--- config.mk ---
export PLATFORM = sky130hd
export DESIGN_NAME = ps2_frame_receiver
export DESIGN_NICKNAME = d
export VERILOG_FILES = /design/src/rtl/ps2_frame_receiver.sv
export SDC_FILE = /design/constraint.sdc
export NUM_CORES = 1
export LEC_CHECK = 0
export ABC_AREA = 1
export BUFFER_PORTS_ARGS = -buffer_cell sky130_fd_sc_hd__buf_2
export CAP_MARGIN = 20
export CORE_MARGIN = 2
export CORE_UTILIZATION = 50
export CTS_BUF_LIST = sky130_fd_sc_hd__clkbuf_4 sky130_fd_sc_hd__clkbuf_8
export CTS_CLUSTER_DIAMETER = 150
export CTS_CLUSTER_SIZE = 24
export DETAILED_ROUTE_END_ITERATION = 6
export PLACE_DENSITY = 0.77
export SYNTH_ARGS = -nofsm -noshare
export SYNTH_HDL_FRONTEND = slang
export SYNTH_SLANG_ARGS = --single-unit
export TNS_END_PERCENT = 5
--- constraint.sdc ---
create_clock -name Clock -period 1.8 [get_ports Clock]
set_input_delay 0.18 -clock Clock [delete_from_list [all_inputs] [get_ports Clock]]
set_output_delay 0.18 -clock Clock [all_outputs]
set_load 0.05 [all_outputs]
--- src/rtl/ps2_frame_receiver.sv ---
// PS/2 device-to-host frame receiver: sync, glitch filter, 11-bit deserialiser, E0/F0 prefix stripping.
// Build option: define PS2_PARITY_CHECK_EN to discard frames whose odd parity does not match.
module ps2_frame_receiver #(
    parameter int FILTER_LEN     = 4,
    parameter int TIMEOUT_CYCLES = 50000
) (
    input  logic       Clock,
    input  logic       Reset,
    input  logic       ps2_clk,
    input  logic       ps2_dat,
    output logic [7:0] scan_code,
    output logic       key_action,
    output logic       key_break,
    output logic       key_extended,
    output logic       frame_err,
    output logic       busy
);
    localparam int              TO_W     = $clog2(TIMEOUT_CYCLES + 1);
    localparam logic [TO_W-1:0] TO_MAX   = TO_W'(TIMEOUT_CYCLES);
    localparam logic [3:0]      FILT_TOP = 4'(FILTER_LEN - 1);

    typedef enum logic [1:0] {IDLE, DATA, PARITY, STOP} state_t;

    // Bit 0 carries ps2_clk, bit 1 carries ps2_dat; both idle high.
    logic [1:0] pin_raw;
    logic [1:0] sync_val;
    assign pin_raw = {ps2_dat, ps2_clk};

    genvar gi;
    generate
        for (gi = 0; gi < 2; gi++) begin : g_sync
            logic meta_reg;
            logic out_reg;
            always_ff @(posedge Clock or posedge Reset) begin
                if (Reset) begin
                    meta_reg <= 1'b1;
                    out_reg  <= 1'b1;
                end else begin
                    meta_reg <= pin_raw[gi];
                    out_reg  <= meta_reg;
                end
            end
            assign sync_val[gi] = out_reg;
        end
    endgenerate

    logic clk_s;
    logic dat_s;
    assign clk_s = sync_val[0];
    assign dat_s = sync_val[1];

    // Glitch filter: the level flips only after FILTER_LEN consecutive opposite samples.
    logic [3:0] filt_cnt_reg, filt_cnt_next;
    logic       filt_level_reg, filt_level_next;
    logic       filt_prev_reg;
    logic       fall_reg;

    always_comb begin
        filt_cnt_next   = '0;
        filt_level_next = filt_level_reg;
        if (clk_s != filt_level_reg) begin
            if (filt_cnt_reg == FILT_TOP) begin
                filt_level_next = clk_s;
            end else begin
                filt_cnt_next = filt_cnt_reg + 4'd1;
            end
        end
    end

    always_ff @(posedge Clock or posedge Reset) begin
        if (Reset) begin
            filt_cnt_reg   <= '0;
            filt_level_reg <= 1'b1;
            filt_prev_reg  <= 1'b1;
            fall_reg       <= 1'b0;
        end else begin
            filt_cnt_reg   <= filt_cnt_next;
            filt_level_reg <= filt_level_next;
            filt_prev_reg  <= filt_level_reg;
            fall_reg       <= filt_prev_reg & ~filt_level_reg;
        end
    end

    state_t          state_reg, state_next;
    logic [2:0]      bit_cnt_reg, bit_cnt_next;
    logic [7:0]      shift_reg, shift_next;
    logic [TO_W-1:0] timeout_reg, timeout_next;
    logic            pend_ext_reg, pend_ext_next;
    logic            pend_brk_reg, pend_brk_next;
    logic [7:0]      scan_code_reg, scan_code_next;
    logic            key_action_reg, key_action_next;
    logic            key_break_reg, key_break_next;
    logic            key_extended_reg, key_extended_next;
    logic            frame_err_reg, frame_err_next;
    logic            parity_ok;

`ifdef PS2_PARITY_CHECK_EN
    logic parity_reg, parity_next;
    assign parity_ok = ^{shift_reg, parity_reg};
`else
    assign parity_ok = 1'b1;
`endif

    always_comb begin
        state_next        = state_reg;
        bit_cnt_next      = bit_cnt_reg;
        shift_next        = shift_reg;
        timeout_next      = timeout_reg;
        pend_ext_next     = pend_ext_reg;
        pend_brk_next     = pend_brk_reg;
        scan_code_next    = scan_code_reg;
        key_action_next   = 1'b0;
        key_break_next    = key_break_reg;
        key_extended_next = key_extended_reg;
        frame_err_next    = 1'b0;
`ifdef PS2_PARITY_CHECK_EN
        parity_next       = parity_reg;
`endif

        if (state_reg == IDLE || fall_reg) begin
            timeout_next = '0;
        end else if (timeout_reg != TO_MAX) begin
            timeout_next = timeout_reg + TO_W'(1);
        end

        // A fall in the same cycle as expiry takes priority over the timeout.
        if (fall_reg) begin
            case (state_reg)
                IDLE: begin
                    if (!dat_s) begin
                        state_next   = DATA;
                        bit_cnt_next = 3'd0;
                    end
                end
                DATA: begin
                    shift_next[bit_cnt_reg] = dat_s;
                    bit_cnt_next            = bit_cnt_reg + 3'd1;
                    if (bit_cnt_reg == 3'd7) begin
                        state_next = PARITY;
                    end
                end
                PARITY: begin
`ifdef PS2_PARITY_CHECK_EN
                    parity_next = dat_s;
`endif
                    state_next = STOP;
                end
                STOP: begin
                    state_next = IDLE;
                    if (dat_s && parity_ok) begin
                        if (shift_reg == 8'hE0) begin
                            pend_ext_next = 1'b1;
                        end else if (shift_reg == 8'hF0) begin
                            pend_brk_next = 1'b1;
                        end else begin
                            key_action_next   = 1'b1;
                            scan_code_next    = shift_reg;
                            key_break_next    = pend_brk_reg;
                            key_extended_next = pend_ext_reg;
                            pend_ext_next     = 1'b0;
                            pend_brk_next     = 1'b0;
                        end
                    end else begin
                        frame_err_next = 1'b1;
                        pend_ext_next  = 1'b0;
                        pend_brk_next  = 1'b0;
                    end
                end
                default: state_next = IDLE;
            endcase
        end else if (state_reg != IDLE && timeout_reg == TO_MAX) begin
            state_next     = IDLE;
            frame_err_next = 1'b1;
            pend_ext_next  = 1'b0;
            pend_brk_next  = 1'b0;
        end
    end

    always_ff @(posedge Clock or posedge Reset) begin
        if (Reset) begin
            state_reg        <= IDLE;
            bit_cnt_reg      <= '0;
            shift_reg        <= '0;
            timeout_reg      <= '0;
            pend_ext_reg     <= 1'b0;
            pend_brk_reg     <= 1'b0;
            scan_code_reg    <= '0;
            key_action_reg   <= 1'b0;
            key_break_reg    <= 1'b0;
            key_extended_reg <= 1'b0;
            frame_err_reg    <= 1'b0;
`ifdef PS2_PARITY_CHECK_EN
            parity_reg       <= 1'b0;
`endif
        end else begin
            state_reg        <= state_next;
            bit_cnt_reg      <= bit_cnt_next;
            shift_reg        <= shift_next;
            timeout_reg      <= timeout_next;
            pend_ext_reg     <= pend_ext_next;
            pend_brk_reg     <= pend_brk_next;
            scan_code_reg    <= scan_code_next;
            key_action_reg   <= key_action_next;
            key_break_reg    <= key_break_next;
            key_extended_reg <= key_extended_next;
            frame_err_reg    <= frame_err_next;
`ifdef PS2_PARITY_CHECK_EN
            parity_reg       <= parity_next;
`endif
        end
    end

    assign scan_code    = scan_code_reg;
    assign key_action   = key_action_reg;
    assign key_break    = key_break_reg;
    assign key_extended = key_extended_reg;
    assign frame_err    = frame_err_reg;
    assign busy         = (state_reg != IDLE);

endmodule

==> flow_summary.json <==
{
  "n_antenna_cell": 0,
  "fmax_mhz": 613,
  "total_power_mw": 3.13,
  "post-route-cell-area_mm2": 0.00295,
  "initial_core_util_pct": 51.7,
  "routed_wl_mm": 4.57,
  "cp_max_fo": 7,
  "cts_resized": 0,
  "cp_data_required_time_ns": 2.02,
  "io-pin-count": 17,
  "wl_per_cell_um": 11.2,
  "grt_remaining_overflow": 0,
  "tightestPinTransition_ns": 0.386,
  "drcViolationCount": 0,
  "maxCapViolCount": 0,
  "worstRegToRegCells": 10,
  "numClockSinks": 54,
  "die_area_mm2": 0.00584,
  "dieHeight_um": 76.4,
  "dp_hpwl_mm": 3.36,
  "largest_reg_flops": 16,
  "die_x_um": 76.4,
  "syn_inst": 309,
  "nNetsFinal": 349,
  "drive_gt1_share_pct": 17.8,
  "tns_ns": 0,
  "crit_arrival_ns": 1.85,
  "critPathKind": "flip-flop to flip-flop",
  "post_cts_buffers": 0,
  "start_kind": "flip-flop",
  "first_pass_iters": 5,
  "cp_top_family": "simple AND/OR/NAND/NOR gates",
  "netlist_area_mm2": 0.00262,
  "gp_congestion": 0.876,
  "async_reset_ff_share_pct": 100,
  "ir_worst_vdd_uv": 823,
  "rsz0062_at_grt": "false",
  "syn_nets": 322,
  "cpMostUsedCell": "nand2_1",
  "crit_slowest_cell": "dfrtp_1",
  "power_density_mw_per_mm2": 1060,
  "path_cells": "inv_1 > ha_1 > nor2_1 > nand2_1 > nor2_1 > nand2_1 > nand2_2 > nand2_1 > nand2_1 > nand2_1",
  "numCtsBuffers": 5,
  "min_period_over_period_pct": 90.6,
  "grt_pass1_vias": 1817,
  "path_depth": 10,
  "yosys_warnings": 0,
  "skew_ns": 0.0131,
  "status": "completed",
  "vias": 2005,
  "areaGrowthSynthToFinish_pct": 12.7,
  "avgSynthCellArea_um2": 8.48,
  "ys.flop_type": "dfrtp_1",
  "vias_per_cell": 4.93,
  "io_buffers": 16,
  "hold_class": "flip-flop to flip-flop",
  "clk_path_buf_depth": 2,
  "place_area_mm2": 0.00281,
  "root_buffer": "clkbuf_8",
  "final_hold_viol_count": 0,
  "cts.clk_slew.worst_paths_ns": 0.10,
  "synthTopCellsByArea": "dfrtp_1 (46%), nand2_1 (11%), dfstp_2 (6.0%), nor2_1 (5.7%), ha_1 (4.3%)",
  "grt_pass1_wl_mm": 8.25,
  "yosys-top-cells-count": "nand2_1 (76), dfrtp_1 (48), nor2_1 (40)",
  "seq_area_frac_synth_pct": 51.8,
  "cts_hold_buf": 3,
  "htreeDepth": 2,
  "yosys.area.top_type_share_pct": 45.8,
  "ys_types": 29,
  "grtUsageTotal_pct": 17.6,
  "whs_path_depth": 0,
  "crit_buf_inv": 1,
  "slew_headroom_pct": 74.2,
  "synth-edff-count": 0,
  "clock_latency_ns": 0.32,
  "drtIter0Drc": 90,
  "setup_viol": 0,
  "grt_max_degree": 25,
  "hold_ws_ns": 0.361,
  "synth-seq-cells": 54,
  "power.leakage_nw": 1.46,
  "synth_top_area_cell": "dfrtp_1",
  "antenna_found_initial": 0,
  "rows": 26,
  "synthMostInstantiatedCell": "nand2_1",
  "coreArea_mm2": 0.00507,
  "ant_nets": 0,
  "cp-end-kind": "flip-flop",
  "drv_slew": 0,
  "cts_tree": "yes",
  "min_period_ns": 1.63,
  "slowest_delay_ns": 0.41
}
-- where the power goes --
part / internal, mW / switching, mW / total (mW)
Clock: 0.422 / 0.410 / 0.832
Sequential: 1.36 / 0.117 / 1.48
Combinational: 0.273 / 0.547 / 0.820
Total: 2.05 / 1.07 / 3.13
-- path summary, 6_finish.rpt --
| kind | startpoint | endpoint | slack [ns] |
|---|---|---|---|
| min in group asynchronous | Reset | filt_cnt_reg[0] | 0.39 |
| worst max-delay path | state_reg[0] | state_reg[1] | 0.17 |
| max in group asynchronous | Reset | dat_s | 0.82 |
| worst min-delay path | g_sync[0].meta_reg | clk_s | 0.36 |
| worst max register to register | state_reg[0] | state_reg[1] | 0.17 |
| worst min register to register | g_sync[0].meta_reg | clk_s | 0.36 |
-- layout by cell type (no fill, tap or decap), types with 2 or more instances in the layout --
cell type      instances
a21oi_1               16
a31oi_1                9
buf_2                 16
buf_4                  2
clkbuf_8               5
dfrtp_1               48
dfstp_2                6
dlygate4sd3_1          3
ha_1                   9
inv_1                 29
inv_2                 10
nand2_1               76
nand2_2                3
nand3_1               18
nand3_2                2
nand4_1                2
nor2_1                40
nor2_2                 6
nor2_4                 3
nor3_1                 4
o21ai_0                6
o21ai_1                9
xnor2_1                3
-- logic make-up after synthesis --
group | count (synthesis) | synth area share [%]
AOI/OAI and AO/OA | 43 | 8.93
xor gates and xnor gates | 4 | 1.34
and+or+nand+nor | 157 | 27.0
DFF | 54 | 51.8
buffers and inverters | 41 | 6.21
adders and majority gates | 9 | 4.30
muxes | 1 | 0.430
-- final cells by class --
| cell class | count | area [um^2] |
|---|---|---|
| Timing Repair Buffer | 22 | 145 |
| Sequential cell | 54 | 1360 |
| Clock buffer | 5 | 68.8 |
| Clock inverter | 3 | 47.5 |
| Fill cell | 472 | 2120 |
| Inverter | 39 | 146 |
| Multi-Input combinational cell | 214 | 1100 |
| Tap cell | 70 | 87.6 |
-- layer usage --
metal	up-vias	share of wire [%]	GRT usage, %	wire length, um
met5	-	0	0	0
met4	0	1.4	6.00	65
met3	7	3.6	4.38	165
met2	31	45	26.2	2060
met1	926	50	25.1	2290
li1	1041	-	-	-
-- through the flow --
step	cells	util, %	setup slack (ns)
3_5_place_dp	396	55.3	0.194
5_1_grt	407	58.2	0.0400
2_1_floorplan	309	-	0.315
6_report	407	58.2	0.168
4_1_cts	407	58.2	0.161
3_3_place_gp	396	55.3	0.302
Note: power is estimated with default switching activity, not from simulation.
